## src/rtl/dmem_arbiter.sv

```systemverilog
// dmem_arbiter: two-port round-robin arbiter and access sequencer for a
// single-ported data memory. Port 0 is the processor load/store path,
// port 1 is the debug/DMA path. One request is accepted at a time; each
// grant produces exactly one single-cycle memory access. For reads, the
// data comes back through a registered rvalid/rdata pair on the owning port.
//
// Handshake: a requester raises pN_req together with stable we/addr/wdata.
// It holds them until it sees pN_gnt, a one-cycle pulse issued in the
// ACCESS cycle. The requester must drop req in the cycle after gnt if it
// has nothing more to do, because a req still high in that IDLE cycle is
// taken as a fresh request. Read data is presented on pN_rdata with a
// one-cycle pN_rvalid pulse. pN_rdata then holds until the next read
// completes on the same port.
module dmem_arbiter #(
  parameter int ADDR_W = 4,
  parameter int DATA_W = 16
) (
  input  logic              clk,
  input  logic              rst_n,

  input  logic              p0_req,
  input  logic              p0_we,
  input  logic [ADDR_W-1:0] p0_addr,
  input  logic [DATA_W-1:0] p0_wdata,
  output logic              p0_gnt,
  output logic              p0_rvalid,
  output logic [DATA_W-1:0] p0_rdata,

  input  logic              p1_req,
  input  logic              p1_we,
  input  logic [ADDR_W-1:0] p1_addr,
  input  logic [DATA_W-1:0] p1_wdata,
  output logic              p1_gnt,
  output logic              p1_rvalid,
  output logic [DATA_W-1:0] p1_rdata,

  output logic [ADDR_W-1:0] mem_address,
  output logic [DATA_W-1:0] mem_write_data,
  output logic              mem_write_enable,
  output logic              mem_read_enable,
  input  logic [DATA_W-1:0] mem_read_data,

  output logic              busy,
  output logic [1:0]        dbg_state
);

  typedef enum logic [1:0] {
    IDLE   = 2'd0,
    ACCESS = 2'd1,
    RDATA  = 2'd2
  } state_e;

  state_e              state_q, state_d;

  // Round-robin pointer: the port granted most recently (1 after reset so
  // that port 0 wins the first tie).
  logic                last_q, last_d;
  // Port that owns the access currently in flight.
  logic                owner_q, owner_d;

  // Command registers holding the winner's controls for the whole access.
  logic                cmd_we_q, cmd_we_d;
  logic [ADDR_W-1:0]   cmd_addr_q, cmd_addr_d;
  logic [DATA_W-1:0]   cmd_wdata_q, cmd_wdata_d;

  // Registered output strobes.
  logic                gnt0_q, gnt0_d;
  logic                gnt1_q, gnt1_d;
  logic                mem_we_q, mem_we_d;
  logic                mem_re_q, mem_re_d;
  logic                rvalid0_q, rvalid0_d;
  logic                rvalid1_q, rvalid1_d;
  logic                busy_q, busy_d;

  // Per-port read result registers.
  logic [DATA_W-1:0]   rdata0_q, rdata0_d;
  logic [DATA_W-1:0]   rdata1_q, rdata1_d;

  // Arbitration decision, only meaningful while in IDLE.
  logic                any_req;
  logic                winner;

  // Pick the winner: a lone requester always wins, a tie goes to the port
  // that was not granted last.
  always_comb begin
    any_req = p0_req | p1_req;
    winner  = 1'b0;
    if (p0_req && p1_req) begin
      winner = ~last_q;
    end else if (p1_req) begin
      winner = 1'b1;
    end else begin
      winner = 1'b0;
    end
  end

  // Next-state and next-output logic for the IDLE/ACCESS/RDATA sequencer.
  always_comb begin
    state_d     = state_q;
    last_d      = last_q;
    owner_d     = owner_q;
    cmd_we_d    = cmd_we_q;
    cmd_addr_d  = cmd_addr_q;
    cmd_wdata_d = cmd_wdata_q;
    gnt0_d      = 1'b0;
    gnt1_d      = 1'b0;
    mem_we_d    = 1'b0;
    mem_re_d    = 1'b0;
    rvalid0_d   = 1'b0;
    rvalid1_d   = 1'b0;
    rdata0_d    = rdata0_q;
    rdata1_d    = rdata1_q;

    unique case (state_q)
      IDLE: begin
        if (any_req) begin
          state_d = ACCESS;
          last_d  = winner;
          owner_d = winner;
          if (winner) begin
            cmd_we_d    = p1_we;
            cmd_addr_d  = p1_addr;
            cmd_wdata_d = p1_wdata;
          end else begin
            cmd_we_d    = p0_we;
            cmd_addr_d  = p0_addr;
            cmd_wdata_d = p0_wdata;
          end
          // Strobes for the ACCESS cycle are registered here so that they
          // appear exactly during ACCESS and nowhere else.
          gnt0_d   = ~winner;
          gnt1_d   = winner;
          mem_we_d = cmd_we_d;
          mem_re_d = ~cmd_we_d;
        end
      end

      ACCESS: begin
        // A write completes at the closing edge of ACCESS; a read still
        // needs the memory's one-cycle read latency.
        if (cmd_we_q) begin
          state_d = IDLE;
        end else begin
          state_d = RDATA;
        end
      end

      RDATA: begin
        // Memory read data is valid now; capture it for the owner only.
        state_d = IDLE;
        if (owner_q) begin
          rdata1_d  = mem_read_data;
          rvalid1_d = 1'b1;
        end else begin
          rdata0_d  = mem_read_data;
          rvalid0_d = 1'b1;
        end
      end

      default: begin
        state_d = IDLE;
      end
    endcase

    busy_d = (state_d != IDLE);
  end

  // State, command and output registers; asynchronous reset clears all of
  // them so an access in flight is abandoned immediately.
  always_ff @(posedge clk or negedge rst_n) begin
    if (!rst_n) begin
      state_q     <= IDLE;
      last_q      <= 1'b1;
      owner_q     <= 1'b0;
      cmd_we_q    <= 1'b0;
      cmd_addr_q  <= '0;
      cmd_wdata_q <= '0;
      gnt0_q      <= 1'b0;
      gnt1_q      <= 1'b0;
      mem_we_q    <= 1'b0;
      mem_re_q    <= 1'b0;
      rvalid0_q   <= 1'b0;
      rvalid1_q   <= 1'b0;
      rdata0_q    <= '0;
      rdata1_q    <= '0;
      busy_q      <= 1'b0;
    end else begin
      state_q     <= state_d;
      last_q      <= last_d;
      owner_q     <= owner_d;
      cmd_we_q    <= cmd_we_d;
      cmd_addr_q  <= cmd_addr_d;
      cmd_wdata_q <= cmd_wdata_d;
      gnt0_q      <= gnt0_d;
      gnt1_q      <= gnt1_d;
      mem_we_q    <= mem_we_d;
      mem_re_q    <= mem_re_d;
      rvalid0_q   <= rvalid0_d;
      rvalid1_q   <= rvalid1_d;
      rdata0_q    <= rdata0_d;
      rdata1_q    <= rdata1_d;
      busy_q      <= busy_d;
    end
  end

  // Address and write data come straight from the command registers.
  assign mem_address      = cmd_addr_q;
  assign mem_write_data   = cmd_wdata_q;
  assign mem_write_enable = mem_we_q;
  assign mem_read_enable  = mem_re_q;

  assign p0_gnt    = gnt0_q;
  assign p1_gnt    = gnt1_q;
  assign p0_rvalid = rvalid0_q;
  assign p1_rvalid = rvalid1_q;
  assign p0_rdata  = rdata0_q;
  assign p1_rdata  = rdata1_q;
  assign busy      = busy_q;
  assign dbg_state = state_q;

endmodule

```

## config.mk

```make
export PLATFORM = sky130hd
export DESIGN_NAME = dmem_arbiter
export DESIGN_NICKNAME = d
export VERILOG_FILES = /design/src/rtl/dmem_arbiter.sv
export SDC_FILE = /design/constraint.sdc
export NUM_CORES = 1
export LEC_CHECK = 0
export CELL_PAD_IN_SITES_DETAIL_PLACEMENT = 2
export CELL_PAD_IN_SITES_GLOBAL_PLACEMENT = 2
export CORE_MARGIN = 3
export CORE_UTILIZATION = 24
export DETAILED_ROUTE_END_ITERATION = 10
export GPL_TIMING_DRIVEN = 0
export PLACE_DENSITY_LB_ADDON = 0.1
export SYNTH_ARGS = -nofsm -noshare
export SYNTH_HDL_FRONTEND = slang
export SYNTH_SLANG_ARGS = --single-unit
```

## constraint.sdc

```tcl
create_clock -name clk -period 2 [get_ports clk]
set_input_delay 0.4 -clock clk [delete_from_list [all_inputs] [get_ports clk]]
set_output_delay 0.4 -clock clk [all_outputs]
set_load 0.01 [all_outputs]
```

==> Yosys cells after proc, flatten, opt, wreduce, memory -nomap -nowiden <==
Index checks and enable logic that the tools add are counted.
{ "word_totals": {"mem_bits_ro": 0, "ram_bits": 0, "memories": 0, "input_bits": 62, "latch_bits": 0, "ff_bits": 64} }
{ "op_classes": {"shifts": 0, "eq_ne": 2, "multipliers": 0, "n_div": 0, "magnitude_cmp": 0, "n_bitwise": 5, "reduce_logical": 6, "add_sub_neg": 0, "muxes": 22} }
{ "op_table": {"columns": ["cell", "count"], "rows": [
  ["$mux W1", 17],
  ["$mux W16", 1],
  ["$reduce_and A2 Y1", 3],
  ["$mux W2", 2],
  ["$mux W4", 1],
  ["$not A1 Y1", 4],
  ["$pmux W2 S2", 1],
  ["$eq A2 B1 Y1 const B", 1],
  ["$eq A2 B2 Y1 const B", 1],
  ["$logic_not A2 Y1", 1],
  ["$reduce_bool A2 Y1", 1],
  ["$logic_and A1 B1 Y1", 1],
  ["$or A1 B1 Y1", 1]
]} }

==> Longest topological paths before layout <==
Gate-level depths: netlist (run 1).
{ "depth": {"word_depth": 8, "mapped_depth": 5} }

==> Worst setup path before layout (run 1) <==
OpenSTA, ideal clock, no wires.
{ "synth_path": {"kind": "flip-flop to flip-flop", "startpoint": "register state_q[1] (netlist: dbg_state[1])", "endpoint": "register rdata0_q[0] (netlist: p0_rdata[0])", "n_path_buf": 1, "synth_period_minus_slack_ps": 1466, "arrival_time_ps": 1342, "path_stages_with_launch": 4, "required_time_ps": 1875, "setup_slack_ps": 534, "path_cell_list": "dfrtp_1 > nor3b_4 > buf_6 > mux2_2"} }
{ "synth_between": {"elab_chain_cells": 2} }
{ "synth_rtl": {"columns": ["element", "line_no", "rtl"], "rows": [
  ["start, declared", "53", "state_e state_q, state_d;"],
  ["start signal, assigned", "188", "state_q <= state_d;"],
  ["$eq A2 B2 Y1", "114", "unique case (state_q)"],
  ["$reduce_and A2 Y1 (no line)", null, null],
  ["end signal, assigned", "200", "rdata0_q <= rdata0_d;"],
  ["end, declared", "76", "logic [DATA_W-1:0] rdata0_q, rdata0_d;"]
]} }
Every way passes these cells.
A chain may end at the register's enable or synchronous reset.

==> Worst setup path after layout (run 1) <==
{ "layout_path": {"startpoint": "register state_q[0] (netlist: dbg_state[0])", "endpoint": "output port dbg_state[0]"} }
{ "layout_rtl": {"columns": ["element", "line_no", "rtl"], "rows": [
  ["end, declared", "44", "output logic [1:0] dbg_state"]
]} }
No word-level cell between the ends.

==> results.txt, run 1 <==
----------------------------------------------------
[Logic synthesis]
  Net count after synthesis ... 271
  Most numerous cell in the Yosys netlist ... sky130_fd_sc_hd__dfrtp_1
  Sequential share of the synthesized area ... 0.6313
  Share of the synthesized area in the top cell type ... 0.6210
  Primary flip-flop cell chosen by synthesis mapping ... sky130_fd_sc_hd__dfrtp_1
  Post-synthesis cell type with the largest combined area ... sky130_fd_sc_hd__dfrtp_1
  Distinct cells, synth ... 23
  Main combinational cell family by area after synthesis ... multiplexers
  Count of mapped cells out of synthesis ... 209
  Number of enable-type register cells in the synthesized netlist ... 0
  Async set-reset flop share out of synthesis ... 1.000
  Post-synthesis share of cell area spent on and, or, nand and nor gates ... 0.08921
  Synth area leaders ... sky130_fd_sc_hd__dfrtp_1 (62%), sky130_fd_sc_hd__mux2_2 (14%), sky130_fd_sc_hd__nand2_1 (6.1%), sky130_fd_sc_hd__a31oi_1 (5.2%), sky130_fd_sc_hd__a21oi_1 (4.5%)
  Synthesized area per cell ... 12.15 µm²
  Count of state elements after synthesis ... 64
  Post-synthesis adder-cell area fraction ... 0
  Multiplexer share of the synthesized area ... 0.1459
  Warnings, synthesis ... 0
  Post-Syn Area ... 2539 µm²
  Xor and xnor fraction of the mapped netlist area ... 0
  Leading cell types by count after synthesis ... sky130_fd_sc_hd__dfrtp_1 (63), sky130_fd_sc_hd__nand2_1 (41), sky130_fd_sc_hd__mux2_2 (32)
  Complex-gate fraction of the synthesized area ... 0.1069

[Worst setup path]
  CP Data Arrival Time ... 1.44 ns
  Classification of the worst setup path ... flop to output port
  Number of buffer and inverter instances along the worst setup path ... 1
  WP data required ... 1.60 ns
  Delay-heaviest family, CP ... buffers and inverters
  Cells along the critical path ... clkdlybuf4s50_1
  Path depth of the worst reg2reg path ... 5
  Launch instance of the worst register-to-register path ... dbg_state[0]
  Critical path launch point type ... flop
  Maximum single-stage delay on the critical path ... 0.62 ns
  FF-to-FF setup slack ... 0.29 ns
  Sort of element at the end of the critical path ... output port
  Endpoint of the worst-slack reg-to-reg timing path ... mem_write_data[11]
  Critical path peak fanout ... 6
  CP max-delay cell ... sky130_fd_sc_hd__clkdlybuf4s50_1

[Place]
  Number of port buffers ... 122
  Number of placed cells counting well taps ... 464
  Placer Congestion ... 0.6812
  Total half-perimeter wirelength after legalization and detailed placement ... 5858 µm
  Post-Place Setup Slack ... -0.1294 ns

[Die]
  Total die area ... 11850 µm²
  Number of I/O pins ... 123
  Effective utilization at floorplan ... 0.2527
  Placement row count ... 36
  Die Height ... 108.9 µm
  Die extent in x ... 108.9 µm
  CORE AREA ... 10040 µm²

[Final layout]
  Area added between synthesis and finish ... 62.74%
  Total area of sequential cells ... 1603 µm²
  Number of antenna repair diodes ... 0
  Area of combinational cells with multiple inputs ... 870.8 µm²
  Layout net count ... 404
  Ratio of cells with drive above 1 in the final layout ... 0.1700
  Fillers ... 1043
  Non-Filler Instances ... 480

[STA]
  Portion of the clock cycle consumed by the worst path in the final layout ... 0.9178
  Maximum clock skew at final layout ... 0.006355 ns
  Post-route setup slack ... 0.1643 ns
  Relative max-transition margin ... 0.4435
  Total count of hold-check failures in the final report ... 0
  Slew @ Worst Pin ... 0.8347 ns
  Setup repair after global routing missed its margin ... false
  Crit path time final ... 1.836 ns
  Max-slew violations ... 0
  Setup-failing EPs final ... 0
  Final worst hold slack ... 0.1343 ns
  FMAX ... 544.8 MHz

[Detailed routing]
  Wirelength, routed ... 7989 µm
  Vias per inst ... 4.506
  Drt first-iter violations ... 52
  First-pass iteration count of the detailed router ... 4
  Via total after detailed routing ... 2163
  Post-detailed-route count of antenna-violating nets ... 0
  Routed length per instance ... 16.64 µm
  DR DRC count ... 0

[GRT]
  Global-route total usage across every layer ... 0.1423
  GRT Residual Overflow ... 0
  Number of global-route vias before repair ... 2394
  Largest net degree at the start of global routing ... 65
  Antenna violations before repair ... 0
  First-pass GRT wire length ... 12850 µm

[Outcome]
  Run status ... finished clean

[Pwr]
  Max rail drop VDD ... 0.0004290 V
  Leakage dissipation ... 1.711 nW
  Power density over cell area ... 1532 nW/µm²
  Post-layout total power ... 0.006331 W

[Clocking]
  Sinks on the clock net ... 64
  Htree depth ... 3
  Clock Root Buffer ... sky130_fd_sc_hd__clkbuf_8
  TritonCTS clock tree ... built
  CTS Buf Count ... 9
  Clock-pin slew on the worst setup and hold paths ... 0.08 ns
  Number of buffers on the longest clock path ... 2
  Clock network latency to the later pin of the worst-skew pair ... 0.33 ns

[Min path]
  Worst min path class ... primary input to asynchronous set/reset pin

[Run]
  Count of maximum capacitance violations ... 0

----------------------------------------------------
cells in the final DEF, fill, tap and decap left out:
cell / count
sky130_fd_sc_hd__clkbuf_1: 7
sky130_fd_sc_hd__nor3b_4: 1
sky130_fd_sc_hd__nor2_2: 1
sky130_fd_sc_hd__clkinvlp_4: 2
sky130_fd_sc_hd__mux2i_1: 1
sky130_fd_sc_hd__buf_4: 2
sky130_fd_sc_hd__clkbuf_8: 10
sky130_fd_sc_hd__buf_2: 3
sky130_fd_sc_hd__nor3_1: 1
sky130_fd_sc_hd__nor2_1: 2
sky130_fd_sc_hd__or2_0: 1
sky130_fd_sc_hd__nor3b_1: 1
sky130_fd_sc_hd__a21bo_2: 1
sky130_fd_sc_hd__inv_1: 2
sky130_fd_sc_hd__bufinv_16: 1
sky130_fd_sc_hd__buf_6: 1
sky130_fd_sc_hd__nand2_1: 41
sky130_fd_sc_hd__dfrtp_1: 63
sky130_fd_sc_hd__inv_6: 1
sky130_fd_sc_hd__nand2b_1: 1
sky130_fd_sc_hd__a21oi_1: 23
sky130_fd_sc_hd__mux2_2: 32
sky130_fd_sc_hd__clkdlybuf4s50_1: 121
sky130_fd_sc_hd__clkinv_4: 1
sky130_fd_sc_hd__dfstp_2: 1
sky130_fd_sc_hd__nand3b_2: 1
sky130_fd_sc_hd__clkinv_2: 1
sky130_fd_sc_hd__and2_1: 1
sky130_fd_sc_hd__a31oi_1: 21
sky130_fd_sc_hd__a21boi_0: 1
sky130_fd_sc_hd__a21o_1: 1
kinds of logic after synthesis:
| group | Yosys count |
|---|---|
| compound gates | 47 |
| buf+inv | 14 |
| flops | 64 |
| mux | 33 |
| simple gates | 51 |
area by class of cell:
class                      instances  area share
clock buffer                      10     0.03331
tap                              133     0.04028
clock inverter                     6     0.01635
multi-input combinational        131      0.2108
timing repair buffer             122      0.2950
buffer                            12     0.01454
sequential                        64      0.3879
inverter                           2    0.001817
worst max path at each step:
stage                 start                 end  slack, ns  cells after the start
3_3_place_gp          rst_n      mem_address[0]      -1.78                      1
3_5_place_dp         p0_req  mem_write_data[11]      -0.13                      6
4_1_cts        dbg_state[0]  mem_write_data[11]       0.12                      5
5_1_grt              p0_req  mem_write_data[11]       0.04                      6
6_report       dbg_state[0]        dbg_state[0]       0.16                      1
2_1_floorplan  dbg_state[1]         p0_rdata[0]       0.53                      3
report_power, final:
group / total (W) / switching (W) / internal, W
Sequential: 0.00229 / 0.000357 / 0.00194
Clock: 0.00115 / 0.000535 / 0.000614
Combinational: 0.00289 / 0.00123 / 0.00166
Total: 0.00633 / 0.00212 / 0.00421
layer usage:
layer	track usage	wire length, µm
met1	0.1750	3358
met2	0.2286	3827
met3	0.06039	717
met4	0.04058	85
met5	0	0
through the flow:
step | instance area (µm²) | utilization | setup TNS [ns]
2_1_floorplan | 2539 | - | 0
3_3_place_gp | 3926 | 0.3909 | -113.81
3_5_place_dp | 3924 | 0.3906 | -1.246
4_1_cts | 4129 | 0.4111 | 0
5_1_grt | 4131 | 0.4113 | 0
6_report | 4131 | 0.4113 | 0
flip-flops by register name (all words and copies together) (netlist names):
name,cells
mem_write_data,16
p0_gnt,1
cmd_we_q,1
busy,1
mem_write_enable,1
p0_rvalid,1
owner_q,1
p1_rdata,16
mem_read_enable,1
mem_address,4
p0_rdata,16
dbg_state,2
p1_rvalid,1
p1_gnt,1
last_q,1
timing repair:
action                                  in CTS  in global routing
endpoints found under the setup margin       0                 10
buffers inserted                             0                  0
hold buffers                                 0                  0
endpoints found under the hold margin        0                  0
resized for setup                            0                  1
(Power assumes the default switching activity.)
==> run 2: changes to the inputs <==
--- a/config.mk
+++ b/config.mk
@@ -12,6 +12,7 @@
 export DETAILED_ROUTE_END_ITERATION = 10
 export GPL_TIMING_DRIVEN = 0
 export PLACE_DENSITY_LB_ADDON = 0.1
+export REMOVE_ABC_BUFFERS = 1
 export SYNTH_ARGS = -nofsm -noshare
 export SYNTH_HDL_FRONTEND = slang
 export SYNTH_SLANG_ARGS = --single-unit
==> run 2 against run 1 <==
Against the previous run:
- hold slack improved by 0.018 ns
- global-route usage down 0.12 points
- critical path type unchanged
- wire length decreased by 0.26%
- sequential power is essentially flat
- combinational power rose by 3%
- setup slack worse by 0.014 ns
- final area grew 0.97%
- die area did not move
- clock power is essentially flat
- critical path depth unchanged
- clock skew up 0.0058 ns
- critical endpoint is now dbg_state[1]
==> results.txt, run 2 (synthesized netlist as in run 1, its figures left out) <==
----------------------------------------------------
[Clocking]
  Number of buffers on the longest clock path ... 2
  Htree depth ... 3
  Clock Root Buffer ... sky130_fd_sc_hd__clkbuf_8
  Sinks on the clock net ... 64
  TritonCTS clock tree ... built
  Clock-pin slew on the worst setup and hold paths ... 0.08 ns
  Clock network latency to the later pin of the worst-skew pair ... 0.34 ns
  CTS Buf Count ... 9

[Worst setup path]
  CP max-delay cell ... sky130_fd_sc_hd__clkdlybuf4s50_1
  CP Data Arrival Time ... 1.45 ns
  Path depth of the worst reg2reg path ... 6
  Critical path launch point type ... flop
  Launch instance of the worst register-to-register path ... dbg_state[0]
  WP data required ... 1.60 ns
  Critical path peak fanout ... 6
  FF-to-FF setup slack ... 0.31 ns
  Endpoint of the worst-slack reg-to-reg timing path ... mem_write_data[6]
  Classification of the worst setup path ... flop to output port
  Maximum single-stage delay on the critical path ... 0.60 ns
  Delay-heaviest family, CP ... buffers and inverters
  Number of buffer and inverter instances along the worst setup path ... 1
  Cells along the critical path ... clkdlybuf4s50_1
  Sort of element at the end of the critical path ... output port

[Final layout]
  Area of all placed cells without fillers ... 4172 µm²
  Ratio of cells with drive above 1 in the final layout ... 0.1895
  Final cell utilization of the core ... 0.4153
  Layout net count ... 400
  Number of antenna repair diodes ... 0
  Most common cell after layout, fill and taps aside ... sky130_fd_sc_hd__clkdlybuf4s50_1
  Area added between synthesis and finish ... 64.32%
  Highest-count cells in the layout ignoring fill and taps ... sky130_fd_sc_hd__clkdlybuf4s50_1 (121), sky130_fd_sc_hd__dfrtp_1 (63), sky130_fd_sc_hd__nand2_1 (40), sky130_fd_sc_hd__mux2_2 (32), sky130_fd_sc_hd__a21oi_1 (23)

[Pwr]
  Post-layout total power ... 0.006408 W
  Share of power burned in combinational logic ... 0.467
  Net switching share of the total power ... 0.3366
  Internal power consumption ... 0.004251 W
  Power density over cell area ... 1536 nW/µm²
  Power spent charging and discharging nets ... 0.002157 W
  Sequential share of power ... 0.358
  Max rail drop VDD ... 0.0004276 V
  Leakage dissipation ... 1.721 nW
  Clk network pwr share ... 0.175

[STA]
  Relative max-transition margin ... 0.4613
  FMAX ... 540.5 MHz
  Setup-failing EPs final ... 0
  Setup repair after global routing missed its margin ... false
  Portion of the clock cycle consumed by the worst path in the final layout ... 0.9250
  Slew @ Worst Pin ... 0.8081 ns
  Maximum clock skew at final layout ... 0.01214 ns
  Post-route setup slack ... 0.1499 ns
  Total count of hold-check failures in the final report ... 0
  Crit path time final ... 1.850 ns
  Max-slew violations ... 0
  Final worst hold slack ... 0.1523 ns

[Detailed routing]
  Wirelength, routed ... 7968 µm
  Via total after detailed routing ... 2125
  Drt first-iter violations ... 71
  Vias per inst ... 4.464
  Routed length per instance ... 16.74 µm
  DR DRC count ... 0
  Post-detailed-route count of antenna-violating nets ... 0
  First-pass iteration count of the detailed router ... 2

[Die]
  Placement row count ... 36
  Die extent in x ... 108.9 µm
  Effective utilization at floorplan ... 0.2527
  CORE AREA ... 10040 µm²
  Number of I/O pins ... 123
  Total die area ... 11850 µm²
  Die Height ... 108.9 µm

[Run]
  Count of maximum capacitance violations ... 0

[Place]
  Post-Place Setup Slack ... -0.9874 ns
  Number of port buffers ... 122
  Placement Cell Area ... 3911 µm²
  Total half-perimeter wirelength after legalization and detailed placement ... 5580 µm
  Placer Congestion ... 0.6939

[GRT]
  Number of global-route vias before repair ... 2324
  Antenna violations before repair ... 0
  Largest net degree at the start of global routing ... 65
  Global-route total usage across every layer ... 0.1411
  First-pass GRT wire length ... 12730 µm
  GRT Residual Overflow ... 0

[Outcome]
  Run status ... finished clean

[Min path]
  Worst min path class ... primary input to asynchronous set/reset pin

----------------------------------------------------
-- run 2: cell count changes in the layout (fill, tap and decap cells not counted), moves of 2 or more --
cell / previous run / this run
sky130_fd_sc_hd__buf_8: 0 / 2
sky130_fd_sc_hd__buf_4: 2 / 4
sky130_fd_sc_hd__clkbuf_1: 7 / 1
sky130_fd_sc_hd__buf_2: 3 / 0
-- run 2: layout make-up --
class	instances	area (µm²)
fillers	1047	5873
flip-flops and latches	64	1603
repair buffers	129	1303
multi-input cells	131	884.6
well taps	133	166.4
clock buffers	10	127.6
clock inverters	6	68.82
inverters	2	11.26
repair inverters	1	7.507
-- run 2: worst max path at each step --
stage | start | endpoint | slack [ns] | cells after the start
2_1_floorplan | dbg_state[0] | mem_address[0] | -0.18 | 4
3_3_place_gp | rst_n | mem_write_data[9] | -1.85 | 1
3_5_place_dp | p0_req | mem_write_data[6] | -0.99 | 6
4_1_cts | p0_req | mem_write_data[4] | 0.01 | 6
5_1_grt | p0_req | mem_write_data[8] | 0.07 | 7
6_report | dbg_state[1] | dbg_state[1] | 0.15 | 1
-- run 2: metrics by stage --
stage	setup TNS, ns	cells
after floorplan	-3.961	197
after global placement	-157.06	452
after detailed placement	-22.43	455
after CTS	0	473
after global routing	0	476
final	0	476
-- run 2: metal layers --
layer	wire length, µm	track usage	share of wire	vias to the layer above
met4	110	0.05681	0.014	0
met1	3235	0.1603	0.41	1040
met3	827	0.05921	0.10	10
li1	-	-	-	988
met2	3794	0.2348	0.48	87
met5	0	0	0	-
-- run 2: timing repair --
action | 4_1_cts | 5_1_grt
buffers inserted | 1 | 3
hold buffers | 0 | 0
gates cloned | 1 | 0
endpoints found under the setup margin | 23 | 26
gates resized for setup | 4 | 2
-- run 2: power groups by stage --
stage / logic [W] / registers, W / clock network (W)
after floorplan: 0.000899 / 0.00257 / 0
after global placement: 0.00285 / 0.00228 / 0
after detailed placement: 0.00294 / 0.00232 / 0
after CTS: 0.00301 / 0.00231 / 0.00117
after global routing: 0.00327 / 0.00240 / 0.00122
final: 0.00299 / 0.00229 / 0.00112
